File: src/rtl/clock_divider.sv
// Multi-channel programmable clock divider with shadowed, glitch-free ratio reload.
// Define CLKDIV_CNT_OUT_EN to expose the per-channel counters on cnt_out.
module clock_divider #(
    parameter int N_CH        = 2,
    parameter int DIV_W       = 16,
    parameter int DEFAULT_DIV = 2,
    localparam int CH_W       = (N_CH > 1) ? $clog2(N_CH) : 1
) (
    input  logic                   clk,
    input  logic                   rst_n,
    input  logic                   en,
    input  logic                   cfg_we,
    input  logic [CH_W-1:0]        cfg_ch,
    input  logic [DIV_W-1:0]       cfg_div,
    input  logic                   cfg_sync,
    output logic [N_CH-1:0]        clk_out,
    output logic [N_CH-1:0]        tick,
    output logic [N_CH-1:0]        pend
`ifdef CLKDIV_CNT_OUT_EN
    ,
    output logic [N_CH*DIV_W-1:0]  cnt_out
`endif
);

    localparam logic [DIV_W-1:0] ONE = DIV_W'(1);
    localparam logic [DIV_W-1:0] TWO = DIV_W'(2);
    localparam logic [DIV_W-1:0] DEF = DIV_W'(DEFAULT_DIV);

    logic [DIV_W-1:0] cnt_q    [N_CH];
    logic [DIV_W-1:0] div_q    [N_CH];
    logic [DIV_W-1:0] shadow_q [N_CH];
    logic [DIV_W-1:0] cnt_nxt  [N_CH];
    logic [DIV_W-1:0] div_nxt  [N_CH];
    logic [N_CH-1:0]  reload;
    logic [N_CH-1:0]  wr_hit;
    logic [DIV_W-1:0] wr_val;

    // cfg_sync overrides the normal step; a channel only reloads when it has a pending ratio.
    always_comb begin
        // NOTE: every output of this block gets a default first so no latch is inferred.
        wr_val = (cfg_div < TWO) ? TWO : cfg_div;
        wr_hit = '0;
        reload = '0;
        for (int i = 0; i < N_CH; i++) begin
            cnt_nxt[i] = cnt_q[i];
            div_nxt[i] = div_q[i];
            // An out-of-range cfg_ch matches no channel, so the write is dropped.
            wr_hit[i]  = cfg_we && (int'(cfg_ch) == i);
            if (cfg_sync) begin
                cnt_nxt[i] = '0;
                reload[i]  = pend[i];
            end else if (en) begin
                if (cnt_q[i] == div_q[i] - ONE) begin
                    cnt_nxt[i] = '0;
                    reload[i]  = pend[i];
                end else begin
                    cnt_nxt[i] = cnt_q[i] + ONE;
                end
            end
            if (reload[i]) div_nxt[i] = shadow_q[i];
        end
    end

    always_ff @(posedge clk or negedge rst_n) begin
        if (!rst_n) begin
            // NOTE: the per-channel arrays are a handful of flops, not RAM, so they are reset like any register.
            for (int i = 0; i < N_CH; i++) begin
                cnt_q[i]    <= DEF - ONE;
                div_q[i]    <= DEF;
                shadow_q[i] <= DEF;
            end
            clk_out <= '0;
            tick    <= '0;
            pend    <= '0;
        end else begin
            // NOTE: non-blocking assignments, so the reload reads shadow_q before a same-cycle write lands.
            for (int i = 0; i < N_CH; i++) begin
                cnt_q[i] <= cnt_nxt[i];
                div_q[i] <= div_nxt[i];
                if (cfg_sync || en) clk_out[i] <= (cnt_nxt[i] < (div_nxt[i] >> 1));
                tick[i] <= en && (cnt_nxt[i] == '0);
                if (reload[i]) pend[i] <= 1'b0;
                if (wr_hit[i]) begin
                    shadow_q[i] <= wr_val;
                    pend[i]     <= 1'b1;
                end
            end
        end
    end

`ifdef CLKDIV_CNT_OUT_EN
    always_comb begin
        cnt_out = '0;
        for (int i = 0; i < N_CH; i++) cnt_out[i*DIV_W +: DIV_W] = cnt_q[i];
    end
`endif

endmodule

File: config.mk
export PLATFORM = sky130hd
export DESIGN_NAME = clock_divider
export DESIGN_NICKNAME = d
export VERILOG_FILES = /design/src/rtl/clock_divider.sv
export SDC_FILE = /design/constraint.sdc
export NUM_CORES = 1
export LEC_CHECK = 0
export ABC_AREA = 0
export BUFFER_PORTS_ARGS = -buffer_cell sky130_fd_sc_hd__buf_2
export CORE_ASPECT_RATIO = 1.4
export CORE_MARGIN = 5
export CORE_UTILIZATION = 33
export DETAILED_ROUTE_END_ITERATION = 8
export PLACE_DENSITY_LB_ADDON = 0.3
export SKIP_CTS_REPAIR_TIMING = 1
export SLEW_MARGIN = 10
export SYNTH_ARGS = -nofsm -noshare
export SYNTH_HDL_FRONTEND = slang
export SYNTH_SLANG_ARGS = --single-unit
File: constraint.sdc
create_clock -name clk -period 10.17 [get_ports clk]
set_input_delay 1.5255 -clock clk [delete_from_list [all_inputs] [get_ports clk]]
set_output_delay 1.5255 -clock clk [all_outputs]
set_load 0.01 [all_outputs]
-- Word-level counts from Yosys, hierarchy flattened
Index checks and enable logic that the tools add are counted.
- logic and storage cells: 50
- output and inout bits: 6
- input port bits: 22
- bits in registers: 102
- add/subtract/negate cells: 4
- bitwise logic cells: 1
- equal/unequal tests: 2
- multiplexer cells: 19
- reduce and logical (&&, ||, !) cells: 9
- order comparisons: 3
- operators with widths (cell ; number):
    two-way mux 16 bit ; 9
    adder 16 x 1 -> 16 bit, second input constant ; 2
    equality test 16 bit ; 2
    zero test 16 bit ; 2
    less-than comparator 16 x 15 -> 1 bit ; 2
    subtractor 16 x 1 -> 16 bit, second input constant ; 2
    less-than comparator 16 x 2 -> 1 bit, second input constant ; 1
    two-way mux 1 bit ; 10
    logical AND 1 bit ; 4
    nonzero test 2 bit ; 2
    logical OR 1 bit ; 1
    inverter 1 bit ; 1

-- Logic depth before layout (Yosys ltp)
Gate-level depths: netlist of run 1.
- word-level depth: 7
- depth in mapped cells: 22

-- Least setup slack after synthesis of run 1
No wires, ideal clock.
- kind: input-to-reg
- start: in en
- end: reg clk_out[0]
- data arrival time: 4.636 ns
- setup time: 0.065 ns
- stages: 17
- path slack: 5.469 ns
- cells stage by stage: clkbuf_1 inv_1 o41ai_4 and2_1 buf_4 buf_8 mux2i_1 ha_1 a21o_1 a21o_1 a21o_1 a21oi_1 nor2b_1 o21ai_0 o211ai_1 a211oi_1 a31o_1
- word-level cells in the longest chain between the ends: 4
- elaborated cells on any way between the ends: 7
- classes of those cells: order compare (1); mux (5); reduce/logical (1)
- ends and longest elaborated chain (element ; RTL line ; text):
    start: declaration ; 11 ; input logic en,
    two-way mux 1 bit ; 52 ; end else if (en) begin
    two-way mux 1 bit ; 49 ; if (cfg_sync) begin
    two-way mux 16 bit ; 60 ; if (reload[i]) div_nxt[i] = shadow_q[i];
    less-than comparator 16 x 15 -> 1 bit ; 80 ; if (cfg_sync || en) clk_out[i] <= (cnt_nxt[i] < (div_nxt[i] >> 1));
    end signal: indexed assignment ; 80 ;
    end: declaration ; 16 ; output logic [N_CH-1:0] clk_out,
Several ways; a longest one is shown, not always the timed one.
A chain may end at the register's enable or synchronous reset.

-- Worst setup path after layout of run 1
- start: reg div_q[16] (netlist name)
- end: reg clk_out[0]
- word-level cells in the longest chain between the ends: 7
- elaborated cells on any way between the ends: 10
- classes of those cells: add/sub (1); order compare (1); eq/ne (1); mux (7)
- ends and longest elaborated chain (element ; RTL line ; text):
    start: declaration ; 30 ; logic [DIV_W-1:0] div_q [N_CH];
    start signal: indexed assignment ; 79 ; div_q[i] <= div_nxt[i];
    subtractor 16 x 1 -> 16 bit (*) ; 53 ; if (cnt_q[i] == div_q[i] - ONE) begin
    equality test 16 bit (*) ; 53 ;
    two-way mux 1 bit ; 53 ;
    two-way mux 1 bit ; 52 ;
    two-way mux 1 bit ; 49 ;
    two-way mux 16 bit ; 60 ;
    less-than comparator 16 x 15 -> 1 bit (*) ; 80 ;
Every way passes the cells marked *; elsewhere a longest branch is shown, timed or not.

==> qor.yml, run 1 <==
fp.dieArea_sq_um: 21920
rows: 59
finalWirelength_mm: 15.80
synth.ff_latch_count: 102
syn-num-nets: 718
maxSlewHeadroom_pct: 30.28
yosysTopAreaCellShare_pct: 38.26
cts_tree: "done"
dp_cells: 903
clock_sinks: 102
async_reset_ff_share_pct: 100.0
ir_drop_uv: 71.16
grt_pass1_vias: 4921
skew_ns: 0.008867
numPortBuffers: 27
hold_violations: 0
drc_errors: 0
synth_area_leader_cell: "dfrtp_1"
cts-buffers-inserted: 9
grtUsageTotal_pct: 14.84
coreArea_sq_um: 18680
clock-root-buffer: "clkbuf_16"
hpwl_mm: 12.15
fin_nets: 724
cpPeakStageDelay_ns: 0.47
final_cells: 919
vias: 4689
clk_transition_reported_paths_ns: 0.07
p_leak_uw: 0.003177
period_share_pct: 51.70
n_fill_cell: 1918
cp-end-kind: "register"
dr.pass1.iters: 4
syn_area_sq_um: 6279
fin_area_sq_um: 6872
antenna_found_initial: 0
timing.hold.ws_ns: 0.4741
holdCritPathClass: "reg2reg"
crit_top_cell: "a21o_1"
cellPowerDensity_nw_per_um2: 171.1
maxCapViolCount: 0
synth_area_per_cell_sq_um: 9.456
rsz0062_at_grt: "no"
swShare_pct: 33.49
holdCritStartpoint: "shadow_q[17]$_DFFE_PN1P_"
die_w_microns: 126.6
fp.dieH_microns: 173.2
synth.yosys.seq_area_share_pct: 40.77
r2r_start: "div_q[16]$_DFFE_PN0N_"
place_area_sq_um: 6581
cts.path.max_buffers: 2
crit_arrival_ns: 5.56
seq_power_share_pct: 45.4
fmax_ghz: 0.1902
netSwitchingPower_uw: 393.8
gr-total-overflow: 0
synthTopCellsByArea: "dfrtp_1 38%, ha_1 6.4%, xnor2_1 5.9%"
yosys_most_used_dff: "dfrtp_1"
worst-setup-path-type: "reg2reg"
critPathBufInv: 2
crit_path_start_kind: "register"
htreeDepth: 3
crit_slowest_cell: "and2_1"
insertion_delay_ns: 0.36
routed_via_density: 5.102
path_cells: "inv_1 > ha_1 > or3b_1 > or2_2 > xnor2_1 > nor4_1 > o211ai_1 > o41ai_4 > buf_4 > and2_1 > mux2i_1 > ha_1 > a21o_1 > a21o_1 > a21o_1 > a21oi_1 > nor2b_1 > o21ai_0 > o211ai_1 > a211oi_1 > a31o_1"
ant_nets: 0
antenna_cells: 0
status: "finished clean"
combPwrFrac_pct: 24.6
crit_required_ns: 10.47
synth.distinct_cells: 66
worst_pin_slew_ns: 1.044
p_int_uw: 782.2
drive_gt1_share_pct: 11.26
wl_per_cell_microns: 17.19
io_pins: 28
path_delay_family: "compound AO/OA/AOI/OAI gates"
path_max_fanout: 19
grt_max_degree: 64
cp-startpoint: "div_q[16]$_DFFE_PN0N_"
period_minus_slack_ns: 5.257
netlist_instances: 664
place_congestion: 0.8809
start_util_pct: 33.62
synth-edff-count: 0
grt_pass1_wl_mm: 25.86
synth_warnings: 0
tns_ns: 0
pwr-share-clk_pct: 30.0
setup_violations: 0
first_iter_violations: 196
finalMaxSlewViolations: 0
area_growth_syn_to_layout_pct: 9.446
synth_stat cells (all sizes together) (2+ instances only):
master and count:
nor4 16, a31o 3, a21oi 13, nand4 14, mux2 16, o41ai 3, and2 2, or4 5
ha 32, nor2b 4, o21ai 18, nor2 54, nand3 24, inv 41, xor2 38, and4 3
nor4b 2, dfstp 6, o41a 2, xnor2 42, nand2 72, a41oi 2, a21o 14, dfrtp 96
a211oi 5, clkbuf 28, buf 7, mux2i 28, a31oi 6, nand4b 3, nor3 21, and3 4
nand3b 4, nor3b 3, nand2b 6, or3 5, o211ai 5
cell families after synthesis:
family,after synthesis,share of synthesized area [%]
buffers and inverters,76,5.042
flip-flops,102,40.77
AO/OA/AOI/OAI,84,9.507
AND/OR/NAND/NOR,246,19.81
XOR/XNOR,80,11.16
adder cells (fa/ha/maj),32,6.377
multiplexers,44,7.334
layer usage:
| metal | GRT usage, % | share of wire (%) | up-vias |
|---|---|---|---|
| met1 | 17.07 | 42 | 2259 |
| met2 | 27.05 | 53 | 73 |
| li1 | - | - | 2329 |
| met3 | 2.222 | 2.3 | 28 |
| met5 | 0 | 0 | - |
| met4 | 6.172 | 2.6 | 0 |
cell type report:
cell class,count,area [sq um],area share (%)
Inverter,41,153.9,2.240
Clock inverter,6,61.31,0.8922
Clock buffer,10,229.0,3.332
Multi-Input combinational cell,486,3402,49.51
Tap cell,244,305.3,4.443
Sequential cell,102,2560,37.25
Timing Repair Buffer,30,160.2,2.331
stage by stage:
stage               utilization (%)  power, uW  setup WS, ns
CTS                           36.79       1187         4.893
finish                        36.79       1176         4.913
floorplan                         -      740.1         5.469
global placement              35.24      828.9         5.020
global route                  36.79       1250         4.393
detailed placement            35.24      834.5         4.907
flip-flops by register name (all words and copies together) (netlist names):
signal,count
shadow_q,32
clk_out,2
tick,2
cnt_q,32
div_q,32
pend,2
tightest hold or removal path, delay by kind of cell (launching register included):
| family | cells | cell delay, ns |
|---|---|---|
| simple gates | 1 | 0.05 |
| compound gates | 1 | 0.05 |
| flops | 1 | 0.38 |
power by group through the flow:
stage	Combinational (uW)	Clock, uW	Sequential, uW
finish	289	352	534
global route	330	375	544
CTS	294	358	535
detailed placement	291	0	543
global placement	287	0	542
floorplan	224	0	516
path summary, 6_finish.rpt:
check | cells after the start | end | slack (ns)
worst min-delay path | 2 | div_q[17]$_DFF_PN1_ | 0.47
min in group asynchronous | 1 | cnt_q[19]$_DFF_PN0_ | 1.14
worst min register to register | 2 | div_q[17]$_DFF_PN1_ | 0.47
worst max-delay path | 21 | clk_out[0]$_DFFE_PN0P_ | 4.91
worst max register to register | 21 | clk_out[0]$_DFFE_PN0P_ | 4.91
max in group asynchronous | 2 | cnt_q[2]$_DFF_PN0_ | 7.79
cells in the final DEF (no fill, tap or decap), types with 4 or more instances in the layout:
cell type / n
clkbuf_16: 9
a31oi_1: 6
a21o_1: 14
nor4_1: 14
a211oi_1: 5
xor2_1: 38
dfrtp_1: 96
nor2_1: 54
xnor2_1: 42
nor2b_1: 4
nand2b_1: 6
or3_1: 5
ha_1: 32
mux2i_1: 28
inv_1: 39
buf_4: 4
nand3b_1: 4
nand4_1: 14
nand3_1: 24
nor3_1: 20
nand2_1: 71
buf_2: 26
a21oi_1: 13
mux2_2: 15
o21ai_0: 16
and3_1: 4
o211ai_1: 5
dfstp_2: 6
Power figures use the tool's default switching activity.
==> run 2: changes to the inputs <==
==> constraint.sdc (replaced) <==
create_clock -name clk -period 5.05 [get_ports clk]
set_input_delay 0.7575 -clock clk [delete_from_list [all_inputs] [get_ports clk]]
set_output_delay 0.7575 -clock clk [all_outputs]
set_load 0.01 [all_outputs]
==> qor.yml, run 2 (synthesized netlist as in run 1, its figures left out) <==
status: "finished clean"
r2r_setup_slack_ns: 0.41  # -4.50 ns
combPwrFrac_pct: 25.3  # +0.7 points
tns_ns: 0  # unchanged
clk_transition_reported_paths_ns: 0.07  # about the same
fmax_ghz: 0.2155  # +13%
fp.dieH_microns: 173.2  # unchanged
wl_per_cell_microns: 16.85  # -2.0%
antenna_cells: 0  # unchanged
place_congestion: 0.8339  # -5.3%
register_area_sq_um: 2560  # unchanged
maxSlewHeadroom_pct: 26.06  # -4.2 points
path_max_fanout: 7  # -12
drive_gt1_share_pct: 12.11  # +0.85 points
rr_worst_depth: 20  # -4.8%
grt_pass1_vias: 4830  # -1.8%
p_int_uw: 1532  # +96%
netSwitchingPower_uw: 782.1  # +99%
most-common-layout-cells: "96 x dfrtp_1, 71 x nand2_1, 54 x nor2_1"
timing.hold.ws_ns: 0.4762  # +0.002111 ns
skew_ns: 0.007996  # -0.0008719 ns
final_core_util_pct: 36.89  # +0.10 points
drc_errors: 0  # unchanged
swShare_pct: 33.79  # +0.31 points
n_fill_cell: 1880  # -2.0%
finalMaxSlewViolations: 0  # unchanged
worst-setup-path-type: "reg2reg"
grt_pass1_wl_mm: 25.61  # -0.96%
numPortBuffers: 27  # unchanged
die_w_microns: 126.6  # unchanged
antenna_found_initial: 0  # unchanged
crit_required_ns: 5.33  # -5.14 ns
coreArea_sq_um: 18680  # unchanged
dp_cells: 905  # +0.22%
area_growth_syn_to_layout_pct: 9.745
cellPowerDensity_nw_per_um2: 335.9  # +96%
first_iter_violations: 206  # +5.1%
cts_tree: "done"
period_minus_slack_ns: 4.639  # -0.6181 ns
start_util_pct: 33.62  # unchanged
maxCapViolCount: 0  # unchanged
holdCritPathClass: "reg2reg"
cts.path.max_buffers: 2  # unchanged
multiInputGateArea_sq_um: 3417  # +0.44%
seq_power_share_pct: 46.5  # +1.1 points
r2r-end: "clk_out[0]$_DFFE_PN0P_"
top_regs: "cnt_q x32, div_q x32, shadow_q x32"
io_pins: 28  # unchanged
rows: 59  # unchanged
fp.dieArea_sq_um: 21920  # unchanged
r2r_start: "div_q[16]$_DFFE_PN0N_"
fin_nets: 726  # +0.28%
ant_nets: 0  # unchanged
htreeDepth: 3  # unchanged
period_share_pct: 91.87  # +40 points
ir_drop_uv: 139.2  # +96%
finalWirelength_mm: 15.52  # -1.8%
hpwl_mm: 11.92  # -1.9%
grt_max_degree: 68  # +6.3%
routed_via_density: 5.054  # -0.94%
cts-buffers-inserted: 9  # unchanged
insertion_delay_ns: 0.34  # -0.02 ns
cp-startpoint: "div_q[16]$_DFFE_PN0N_"
clock_sinks: 102  # unchanged
final_cells: 921  # +0.22%
p_total_uw: 2314  # +97%
dr.pass1.iters: 4  # unchanged
whs_path_depth: 2  # unchanged
crit_path_end: "clk_out[0]$_DFFE_PN0P_"
cp-end-kind: "register"
gr-total-overflow: 0  # unchanged
rsz0062_at_grt: "no"
crit_arrival_ns: 4.92  # -0.64 ns
clock-root-buffer: "clkbuf_16"
worst_pin_slew_ns: 1.107  # +0.06322 ns
final_common_cell: "dfrtp_1"
hold_violations: 0  # unchanged
setup_violations: 0  # unchanged
pwr-share-clk_pct: 28.2  # -1.8 points
grtUsageTotal_pct: 14.60  # -0.24 points
crit_path_start_kind: "register"
p_leak_uw: 0.003179  # about the same
vias: 4655  # -0.73%
## run 2: changes by cell type in the layout (fill, tap and decap cells not counted), moves of 2 or more
cell	previous run	this run
clkinv_2	3	1
mux2i_1	28	26
mux2i_2	0	2
clkinv_4	0	2
## run 2: layer usage
layer  vias to the layer above  global-route usage, %  wire length, microns
met5                         -                      0                     0
met3                        25                  1.667                   371
met1                      2242                  17.17                  6365
met2                        60                  26.39                  8302
li1                       2328                      -                     -
met4                         0                  6.395                   480
## run 2: power by group through the flow
stage	logic [uW]	clock network (uW)	registers, uW
2_1_floorplan	452	0	1040
3_3_place_gp	583	0	1090
3_5_place_dp	588	0	1090
4_1_cts	591	675	1080
5_1_grt	670	706	1100
6_report	586	653	1080
## run 2: critical path, stage by stage, from the launching register on
cell and delay [ns]:
dfrtp_1 0.44, inv_1 0.11, ha_1 0.20, or3b_1 0.45, or2_2 0.35, xnor2_1 0.13, nor4_1 0.17, o211ai_1 0.19
o41ai_4 0.41, and2_4 0.22, buf_4 0.19, mux2i_2 0.24, ha_1 0.27, a21o_1 0.16, a21o_1 0.17, a21oi_1 0.14
nor2b_1 0.05, o21ai_0 0.14, o211ai_1 0.16, a211oi_2 0.22, a31o_1 0.16
## run 2: cell type report
cell class	count	share of cell area [%]
multi-input combinational	486	49.59
sequential	102	37.15
clock inverter	6	0.6719
timing repair buffer	32	2.597
inverter	41	2.234
tap	244	4.431
clock buffer	10	3.323
## run 2: how the worst min path moves through the flow
stage | start | end | slack (ns)
2_1_floorplan | shadow_q[18]$_DFFE_PN0P_ | shadow_q[18]$_DFFE_PN0P_ | 0.45
3_3_place_gp | shadow_q[16]$_DFFE_PN0P_ | shadow_q[16]$_DFFE_PN0P_ | 0.46
3_5_place_dp | shadow_q[20]$_DFFE_PN0P_ | shadow_q[20]$_DFFE_PN0P_ | 0.46
4_1_cts | shadow_q[25]$_DFFE_PN0P_ | shadow_q[25]$_DFFE_PN0P_ | 0.48
5_1_grt | shadow_q[25]$_DFFE_PN0P_ | shadow_q[25]$_DFFE_PN0P_ | 0.50
6_report | shadow_q[25]$_DFFE_PN0P_ | shadow_q[25]$_DFFE_PN0P_ | 0.48
## run 2: stage by stage
stage / setup slack (ns) / cell area [sq um]
final: 0.4106 / 6890
after floorplan: 0.3873 / 6279
after detailed placement: 0.3728 / 6596
after global placement: 0.4890 / 6596
after global routing: 0.02184 / 6890
after CTS: 0.3327 / 6872
